### config.mk
export PLATFORM = sky130hd
export DESIGN_NAME = cl2_csr_irq_ctrl
export DESIGN_NICKNAME = d
export VERILOG_FILES = /design/src/rtl/cl2_csr_irq_ctrl.sv
export SDC_FILE = /design/constraint.sdc
export NUM_CORES = 1
export LEC_CHECK = 0
export CORE_MARGIN = 2
export CORE_UTILIZATION = 42
export DETAILED_ROUTE_END_ITERATION = 7
export PLACE_DENSITY = 0.82
export SLEW_MARGIN = 20
export SYNTH_ARGS = -nofsm -noshare
export SYNTH_HDL_FRONTEND = slang
export SYNTH_SLANG_ARGS = --single-unit
### constraint.sdc
create_clock -name clk_i -period 2.3 [get_ports clk_i]
set_clock_uncertainty 0.05 [all_clocks]
set_input_delay 0.23 -clock clk_i [delete_from_list [all_inputs] [get_ports clk_i]]
set_output_delay 0.23 -clock clk_i [all_outputs]
set_load 0.01 [all_outputs]
### src/rtl/cl2_csr_irq_ctrl.sv
// cl2_csr_irq_ctrl: machine-mode CSR block and interrupt requester.
// Holds mstatus/mie/mtvec/mepc/mcause/mip and raises one trap request to
// the pipeline. The request holds its cause until the pipeline acknowledges it.
// Optional macro CL2_CSR_VECTORED_EN enables vectored mtvec mode (mtvec[1:0]=1).
//
// state   | meaning
// ST_IDLE | no request outstanding; watching pending & mstatus.MIE
// ST_REQ  | irq_req_o high, irq_cause_o frozen until irq_ack_i
module cl2_csr_irq_ctrl #(
  parameter int          NUM_LOCAL_IRQ = 16,
  parameter logic [31:0] MTVEC_RST     = 32'h0000_0000
) (
  input  logic        clk_i,
  input  logic        rst_n_i,
  input  logic [11:0] csr_addr_i,
  input  logic        csr_we_i,
  input  logic [31:0] csr_wdata_i,
  output logic [31:0] csr_rdata_o,
  output logic        csr_hit_o,
  input  logic        meip_i,
  input  logic        mtip_i,
  input  logic        msip_i,
  input  logic        lcofip_i,
  input  logic [((NUM_LOCAL_IRQ > 0) ? NUM_LOCAL_IRQ : 1)-1:0] local_irq_i,
  output logic        irq_req_o,
  output logic [4:0]  irq_cause_o,
  input  logic        irq_ack_i,
  input  logic [31:0] pc_i,
  output logic [31:0] trap_pc_o,
  input  logic        mret_i,
  output logic [31:0] mepc_o
);

  localparam logic [11:0] A_MSTATUS = 12'h300;
  localparam logic [11:0] A_MIE     = 12'h304;
  localparam logic [11:0] A_MTVEC   = 12'h305;
  localparam logic [11:0] A_MEPC    = 12'h341;
  localparam logic [11:0] A_MCAUSE  = 12'h342;
  localparam logic [11:0] A_MIP     = 12'h344;

  function automatic logic [31:0] irq_mask();
    logic [31:0] m;
    m = 32'h0000_2888;
    for (int i = 0; i < NUM_LOCAL_IRQ; i++) m[16+i] = 1'b1;
    return m;
  endfunction

  localparam logic [31:0] IRQ_MASK = irq_mask();

  typedef enum logic {ST_IDLE, ST_REQ} state_t;

  state_t      state_q, state_d;
  logic        mstatus_mie_q, mstatus_mpie_q;
  logic [31:0] mie_q, mip_q, mip_d, mtvec_q, mepc_q, mcause_q;
  logic [4:0]  cause_q, enc_cause;
  logic [31:0] pending;
  logic        take_trap;
  logic        unused_pc_lsb;

  assign unused_pc_lsb = ^pc_i[1:0];
  assign pending       = mip_q & mie_q;
  assign take_trap     = (state_q == ST_REQ) && irq_ack_i;

  // Gather the level-sensitive sources into mip bit positions
  always_comb begin
    mip_d     = '0;
    mip_d[11] = meip_i;
    mip_d[7]  = mtip_i;
    mip_d[3]  = msip_i;
    mip_d[13] = lcofip_i;
    for (int i = 0; i < NUM_LOCAL_IRQ; i++) mip_d[16+i] = local_irq_i[i];
  end

  // Priority encoder: later assignments win, so lowest priority goes first
  always_comb begin
    enc_cause = 5'd0;
    for (int i = NUM_LOCAL_IRQ - 1; i >= 0; i--)
      if (pending[16+i]) enc_cause = 5'(16 + i);
    if (pending[13]) enc_cause = 5'd13;
    if (pending[7])  enc_cause = 5'd7;
    if (pending[3])  enc_cause = 5'd3;
    if (pending[11]) enc_cause = 5'd11;
  end

  // Request FSM state register
  always_ff @(posedge clk_i or negedge rst_n_i) begin
    if (!rst_n_i) state_q <= ST_IDLE;
    else          state_q <= state_d;
  end

  // Request FSM next state; once raised, only an ack withdraws the request
  always_comb begin
    state_d = state_q;
    case (state_q)
      ST_IDLE: if ((|pending) && mstatus_mie_q) state_d = ST_REQ;
      ST_REQ:  if (irq_ack_i) state_d = ST_IDLE;
      default: state_d = ST_IDLE;
    endcase
  end

  // Freeze the cause as the request rises
  always_ff @(posedge clk_i or negedge rst_n_i) begin
    if (!rst_n_i)
      cause_q <= 5'd0;
    else if (state_q == ST_IDLE && state_d == ST_REQ)
      cause_q <= enc_cause;
  end

  // mip sampling and mie writes
  always_ff @(posedge clk_i or negedge rst_n_i) begin
    if (!rst_n_i) begin
      mip_q <= '0;
      mie_q <= '0;
    end else begin
      mip_q <= mip_d & IRQ_MASK;
      if (csr_we_i && csr_addr_i == A_MIE) mie_q <= csr_wdata_i & IRQ_MASK;
    end
  end

  // mstatus: trap entry beats mret beats a CSR write
  always_ff @(posedge clk_i or negedge rst_n_i) begin
    if (!rst_n_i) begin
      mstatus_mie_q  <= 1'b0;
      mstatus_mpie_q <= 1'b0;
    end else if (take_trap) begin
      mstatus_mpie_q <= mstatus_mie_q;
      mstatus_mie_q  <= 1'b0;
    end else if (mret_i) begin
      mstatus_mie_q  <= mstatus_mpie_q;
      mstatus_mpie_q <= 1'b1;
    end else if (csr_we_i && csr_addr_i == A_MSTATUS) begin
      mstatus_mie_q  <= csr_wdata_i[3];
      mstatus_mpie_q <= csr_wdata_i[7];
    end
  end

  // mepc/mcause: trap entry beats a CSR write
  always_ff @(posedge clk_i or negedge rst_n_i) begin
    if (!rst_n_i) begin
      mepc_q   <= '0;
      mcause_q <= '0;
    end else if (take_trap) begin
      mepc_q   <= {pc_i[31:2], 2'b00};
      mcause_q <= {1'b1, 26'd0, cause_q};
    end else if (csr_we_i) begin
      if (csr_addr_i == A_MEPC)   mepc_q   <= {csr_wdata_i[31:2], 2'b00};
      if (csr_addr_i == A_MCAUSE) mcause_q <= csr_wdata_i;
    end
  end

`ifdef CL2_CSR_VECTORED_EN
  // mtvec with mode field; reserved modes 2/3 collapse to direct
  always_ff @(posedge clk_i or negedge rst_n_i) begin
    if (!rst_n_i)
      mtvec_q <= {MTVEC_RST[31:2], 1'b0, (MTVEC_RST[1:0] == 2'b01)};
    else if (csr_we_i && csr_addr_i == A_MTVEC)
      mtvec_q <= {csr_wdata_i[31:2], 1'b0, (csr_wdata_i[1:0] == 2'b01)};
  end

  assign trap_pc_o = mtvec_q[0] ? ({mtvec_q[31:2], 2'b00} + {25'd0, cause_q, 2'b00})
                                : {mtvec_q[31:2], 2'b00};
`else
  // mtvec, direct mode only
  always_ff @(posedge clk_i or negedge rst_n_i) begin
    if (!rst_n_i)
      mtvec_q <= {MTVEC_RST[31:2], 2'b00};
    else if (csr_we_i && csr_addr_i == A_MTVEC)
      mtvec_q <= {csr_wdata_i[31:2], 2'b00};
  end

  assign trap_pc_o = {mtvec_q[31:2], 2'b00};
`endif

  // Combinational CSR read decode
  always_comb begin
    csr_rdata_o = '0;
    csr_hit_o   = 1'b1;
    case (csr_addr_i)
      A_MSTATUS: csr_rdata_o = {19'd0, 2'b11, 3'd0, mstatus_mpie_q, 3'd0, mstatus_mie_q, 3'd0};
      A_MIE:     csr_rdata_o = mie_q;
      A_MTVEC:   csr_rdata_o = mtvec_q;
      A_MEPC:    csr_rdata_o = mepc_q;
      A_MCAUSE:  csr_rdata_o = mcause_q;
      A_MIP:     csr_rdata_o = mip_q;
      default:   csr_hit_o   = 1'b0;
    endcase
  end

  assign irq_req_o   = (state_q == ST_REQ);
  assign irq_cause_o = cause_q;
  assign mepc_o      = mepc_q;

endmodule
Word level (Yosys, flattened, before mapping)

Cells that the tools add are included.

Register bits: 142
Input bits: 101
Output and inout port bits: 103
Word-level logic and storage cells: 68

Equal/unequal tests: 6
Muxes and demuxes: 37
Bitwise operators: 2
Reductions and logical operators: 14

Operator list:

| kind                 | count |
|---|---|
| $mux 32              | 6 |
| $pmux 32 s6          | 1 |
| $mux 5               | 20 |
| $eq 12x10->1 const B | 6 |
| $and 32x32->32       | 1 |
| $reduce_or 32->1     | 1 |
| $mux 1               | 9 |
| $logic_and 1x1->1    | 6 |
| $reduce_bool 2->1    | 3 |
| $reduce_or 6->1      | 1 |
| $reduce_and 2->1     | 2 |
| $reduce_bool 3->1    | 1 |
| $pmux 1 s2           | 1 |
| $not 1->1            | 1 |

Longest topological paths before layout

Gate-level depths: netlist of the first run.

Word-level depth: 21
Gate-level depth with buffers: 8
Depth with buffers taken out: 5

Worst setup path before layout of the first run

No wires, ideal clock.

Kind: in2out
From: input port csr_addr_i[3]
To: output port csr_rdata_o[27]
Data arrival time: 1,983 ps
Required time: 2,020 ps
Slack: 37 ps
Stages on the path: 8
Buffers on the path: 3
Path through: or4_1 buf_2 or4_4 nor2_2 buf_4 buf_2 a222oi_1 nand2_1

Word-level cells in the longest chain between the ends: 2
Elaborated cells on any way between the ends: 7
Those cells by class: eq/ne (6); mux (1)

Ends and longest elaborated chain:

| element       | RTL line | source |
|---|---|---|
| from (decl)   | 15       | `input logic [11:0] csr_addr_i,` |
| $eq 12x10->1  | 178      | `case (csr_addr_i)` |
| $pmux 32 s6 * | 178      |  |
| to (decl)     | 18       | `output logic [31:0] csr_rdata_o,` |

Every way passes the cells marked *; elsewhere a longest branch is shown, timed or not.

Worst setup path in the final report of the first run

From: input port csr_addr_i[4]
To: output port csr_rdata_o[18]

Same word-level chain as after synthesis.

==> results of run 1 <==
-- layer usage --
| layer | global-route usage (%) | part of all wire (%) | vias to the layer above | wire, um |
|---|---|---|---|---|
| met2 | 45.7 | 50 | 342 | 11300 |
| met1 | 33.9 | 38 | 2953 | 8650 |
| met4 | 11.1 | 3.2 | 0 | 736 |
| met5 | 0 | 0 | - | 0 |
| met3 | 8.36 | 9.0 | 55 | 2050 |
| li1 | - | - | 2540 | - |
-- power groups by stage --
stage	combinational, mW	sequential, mW	clock [mW]
floorplan	0.318	3.17	0
global placement	1.31	3.08	0
finish	1.38	3.07	2.87
CTS	1.38	3.06	2.88
global route	1.48	3.11	3.00
detailed placement	1.36	3.10	0
-- cell usage after synthesis (2+ instances only) --
library cell	number
a21oi_1	8
a222oi_1	31
a22o_1	29
a22oi_1	26
a32oi_1	2
and2_1	4
buf_2	11
buf_4	7
buf_6	2
clkbuf_1	20
dfrtp_1	140
inv_1	13
mux2_2	33
mux2_4	20
mux2i_1	35
nand2_1	81
nand2b_1	6
nand3_1	6
nor2_1	3
nor2b_1	3
nor3_1	3
nor4_2	2
o21ai_0	36
o21ai_1	5
o21bai_1	2
o31ai_1	2
-- worst min path at each step --
stage / start / cells past startpoint / endpoint
6_report: local_irq_i[11] / 1 / mip_q[27]
5_1_grt: local_irq_i[6] / 1 / mip_q[22]
4_1_cts: local_irq_i[11] / 1 / mip_q[27]
3_5_place_dp: rst_n_i / 1 / mstatus_mie_q
3_3_place_gp: rst_n_i / 1 / mstatus_mie_q
2_1_floorplan: rst_n_i / 0 / irq_cause_o[0]
-- what timing repair did --
action	CTS	global route
hold buffers	1	0
buffers inserted	15	5
gates cloned	6	3
pin swaps	30	20
endpoints found under the setup margin	84	110
resized for setup	168	18
hold endpoints to repair	51	0
-- cell families (layout without fill, tap and decap cells) --
kind of cell | count (synthesis) | count (layout) | share of synthesized area (%)
compound gates | 150 | 151 | 17.5
flops | 140 | 140 | 53.9
simple gates | 118 | 118 | 8.71
mux | 88 | 88 | 15.7
buf+inv | 53 | 299 | 3.91
other cells | 1 | 4 | 0.0577
xor+xnor | 1 | 1 | 0.135
-- state kept, by name (all words and copies together), names as in the netlist --
signal,count
irq_req_o,1
mie_q,20
mip_q,20
irq_cause_o,5
mcause_q,32
mstatus_mie_q,1
mepc_o,30
mtvec_q,30
mstatus_mpie_q,1
-- layout make-up --
| cell class | count | area (sq um) |
|---|---|---|
| clock buffer | 20 | 457 |
| tap | 188 | 235 |
| sequential | 140 | 3500 |
| inverter | 13 | 48.8 |
| timing repair buffer | 254 | 2570 |
| fill | 1124 | 5310 |
| multi-input combinational | 362 | 2860 |
| clock inverter | 12 | 164 |
-- worst reg2reg max path, delay by kind of cell, from the launching register on --
kind | cells | cell delay (ps)
buf+inv | 1 | 220
mux | 1 | 340
compound gates | 2 | 820
flops | 1 | 410
simple gates | 1 | 240
==> results.cfg, run 1 <==
[logic_synthesis]
synthCells = 551
synth_top_area_share_pct = 53.9
postSynthAreaPerCell_sq_um = 11.8
yosysSeqAreaShare_pct = 53.9
async_reset_ff_share_pct = 100
synth_edf_count = 0
ys_types = 47
ys.flop_type = dfrtp_1
synth_area_leader_cell = dfrtp_1
syn_area_sq_um = 6490
ys_seq_elements = 140
ys_top_cells_by_area = dfrtp_1 54%, mux2_2 5.7%, mux2i_1 5.4%, a222oi_1 4.8%, nand2_1 4.7%
yosys_warnings = 0

[run_status]
violations = setup timing
status = finished with violations

[global_routing]
antenna_found_initial = 0
grt.total_usage_pct = 27.6
grt_pass1_vias = 6187
grt_max_degree = 67
grt_first_pass_wirelength_um = 34400
grt-ovfl-total = 0

[placement]
place_congestion = 0.799
io_buffers = 197
place_area_sq_um = 8900
dp.cells = 930
dp_slack_ps = -776
dp_hpwl_um = 14000

[timing]
tightest_slew_ps = 1030
min_period_ps = 2490
maxSlewHeadroom_pct = 31.5
finalSetupTns_ps = -2950
setup_slack_ps = -190
hold_ws_ps = 191
drv_slew = 0
finalHoldViolCount = 0
rsz0062_at_grt = yes
min_period_over_period_pct = 108
max_freq_ghz = 0.402
setup_violations = 20

[pwr]
power.density_nw_per_um2 = 744
pwr-share-clk_pct = 39.2
finalPower_mw = 7.32
p_int_mw = 5.35
seqPwrFrac_pct = 41.9
p_leak_nw = 4.82
vdd.ir_drop.worst_v = 0.000542
switchingPower_mw = 1.96
switching_share_pct = 26.8
combPwrFrac_pct = 18.9

[worst_setup_path]
r2r_cells = 5
cp.depth = 10
cp_slowest_stage_delay_ps = 540
path_max_fanout = 10
crit_required_ps = 2020
cp-startpoint = csr_addr_i[4]
endpoint = csr_rdata_o[18]
crit_buf_inv = 5
r2r_start = mie_q[21]
critPathArrivalTime_ps = 2210
path_delay_family = simple AND/OR/NAND/NOR gates
crit_path_top_delay_cell = or4_4
cp-end-kind = primary output
path_cells = buf_6, or4_4, or4_4, buf_4, nor2_4, buf_4, buf_12, a222oi_1, nand2_1, buf_2
reg2reg_to = irq_cause_o[3]
crit_path_start_kind = input pin
worstSetupPathType = in -> out
ff2ff_setup_slack_ps = 100

[route]
wl_um = 22700
drt_drc_violations_left = 0
vias = 5890
detail_route.wl_per_cell_um = 23.0
antenna_left = 0
drt-initial-drc-count = 684
drt-pass1-iter-count = 7
vias_per_cell = 5.96

[clock_tree]
clock-sinks = 140
cts_buffers = 17
ctsRootBufferMaster = clkbuf_16
cts_tree = done
path_clk_slew_ps = 60
clockBufferDepth = 2
clk_latency_ps = 430
htree_levels = 4

[final_layout]
final_cell_mix = 151 x clkdlybuf4s50_1, 140 x dfrtp_1, 79 x nand2_1
final_common_cell = clkdlybuf4s50_1
syn_to_final_growth_pct = 51.5
diodes = 0
nets = 889
final_util_pct = 65.0
final_area_sq_um = 9840
drive_gt1_share_pct = 24.6
stdcell_count = 989

[die]
fp.dieH_um = 128
die_x_um = 128
core_sq_um = 15100
initial_core_util_pct = 42.9
num_rows = 45
dieArea_sq_um = 16500
pin_count = 204

[worst_hold_path]
hold_class = in -> reg

[flow_run]
maxCapViolations = 0
Power figures use the tool's default switching activity.
==> inputs of run 2 (changes only) <==
- PLACE_DENSITY: 0.82 -> 0.83
==> run 2 against run 1 <==
  * Core utilization is 0.74 points higher
  * The flow still finishes with violations (setup timing)
  * Critical path type unchanged
  * Critical path depth stayed put
  * Power is 5.5% lower
==> results.cfg, run 2 (synthesized netlist as in run 1, its figures left out) <==
[global_routing]
grt_max_degree = 74
grt_pass1_vias = 6233
grt-ovfl-total = 0
grt_first_pass_wirelength_um = 34000
grt.total_usage_pct = 27.3
antenna_found_initial = 0

[flow_run]
maxCapViolations = 0

[die]
core_sq_um = 15100
die_x_um = 128
num_rows = 45
fp.dieH_um = 128
initial_core_util_pct = 42.9
dieArea_sq_um = 16500
pin_count = 204

[route]
dr_wl_met3_um = 1910
topRoutingLayerUsed = met4
wl_um = 22500
detail_route.wl_per_cell_um = 22.5
antenna_left = 0
drt_drc_violations_left = 0
drt-pass1-iter-count = 6
vias_per_cell = 6.02
met2_length_um = 11100
drt-initial-drc-count = 513
met1Wirelength_um = 8880
vias = 6011

[timing]
hold_ws_ps = 199
maxSlewHeadroom_pct = 37.5
setup_slack_ps = -208
drv_slew = 0
finalHoldViolCount = 0
tightest_slew_ps = 935
min_period_ps = 2510
min_period_over_period_pct = 109
setup_violations = 30
rsz0062_at_grt = yes
max_freq_ghz = 0.399

[clock_tree]
cts_tree = done
cts_buffers = 17
htree_levels = 4
clock-sinks = 140
path_clk_slew_ps = 60
clk_latency_ps = 420
clockBufferDepth = 2
ctsRootBufferMaster = clkbuf_16

[final_layout]
diodes = 0
final_cell_mix = 151 x clkdlybuf4s50_1, 140 x dfrtp_1, 78 x nand2_1
syn_to_final_growth_pct = 53.2
largest_reg_flops = 32
nets = 903
drive_gt1_share_pct = 25.0
final_area_sq_um = 9950
final_common_cell = clkdlybuf4s50_1
regMostFlops = mcause_q

[worst_setup_path]
path_max_fanout = 4
crit_required_ps = 2020
crit_path_start_kind = input pin
critPathArrivalTime_ps = 2230
cp-end-kind = primary output
worstSetupPathType = in -> out

[pwr]
combPwrFrac_pct = 19.7
p_leak_nw = 4.87
vdd.ir_drop.worst_v = 0.000623
switchingPower_mw = 1.82
seqPwrFrac_pct = 44.5
switching_share_pct = 26.3
power.density_nw_per_um2 = 695
p_int_mw = 5.10
pwr-share-clk_pct = 35.8

[run_status]
violations = setup timing
status = finished with violations

[placement]
place_area_sq_um = 8950
io_buffers = 197
dp_hpwl_um = 14200
place_congestion = 0.866

[worst_hold_path]
hold_class = in -> reg
## run 2: area by class of cell
cell class | instances | area [sq um]
fillers | 1090 | 5190
well taps | 188 | 235
clock buffers | 25 | 475
multi-input cells | 361 | 2860
repair buffers | 269 | 2790
flip-flops and latches | 140 | 3500
clock inverters | 3 | 40.0
inverters | 13 | 48.8
## run 2: per-stage QoR
step | utilization, % | setup slack (ps) | std cells | total power, mW | setup TNS [ps]
2_1_floorplan | - | 37.1 | 554 | 3.48 | 0
3_3_place_gp | 59.1 | -727 | 937 | 4.39 | -70410
3_5_place_dp | 59.1 | -796 | 937 | 4.45 | -78960
4_1_cts | 65.7 | -315 | 998 | 6.92 | -7600
5_1_grt | 65.7 | -255 | 999 | 7.18 | -4310
6_report | 65.7 | -208 | 999 | 6.91 | -2890
## run 2: timing repair
| item | 4_1_cts | 5_1_grt |
|---|---|---|
| gates resized for setup | 172 | 17 |
| setup buffers | 26 | 5 |
| hold buffers | 1 | 0 |
| hold endpoints to repair | 46 | 0 |
| pin swaps | 22 | 21 |
| gates cloned | 8 | 0 |
| setup endpoints to repair | 118 | 59 |
## run 2: routing by layer
metal	vias to the layer above	GRT usage, %
li1	2573	-
met1	3051	35.4
met2	337	44.4
met3	50	6.57
met4	0	11.0
met5	-	0
## run 2: path summary, 6_finish.rpt
path                                       from              end  slack, ps  depth (start not counted)
max in group asynchronous               rst_n_i       mepc_o[22]       1170                          3
worst min register to register      mcause_q[1]      mcause_q[1]        440                          2
worst max register to register        mie_q[21]   irq_cause_o[3]          0                          5
worst max-delay path              csr_addr_i[7]  csr_rdata_o[21]       -210                         10
worst min-delay path            local_irq_i[11]        mip_q[27]        200                          1
min in group asynchronous               rst_n_i      mcause_q[4]        260                          2
## run 2: power groups by stage
stage	clock, mW	sequential (mW)	combinational (mW)
3_5_place_dp	0	3.10	1.34
2_1_floorplan	0	3.17	0.318
4_1_cts	2.49	3.06	1.36
6_report	2.48	3.07	1.36
5_1_grt	2.61	3.11	1.46
3_3_place_gp	0	3.09	1.30
## run 2: worst max-delay path, cell delays in order
cell and delay [ps]:
buf_6 90, or4_4 530, or4_4 480, buf_6 150
nor2_4 200, buf_6 160, buf_12 100, a222oi_1 70
nand2_1 90, buf_2 130
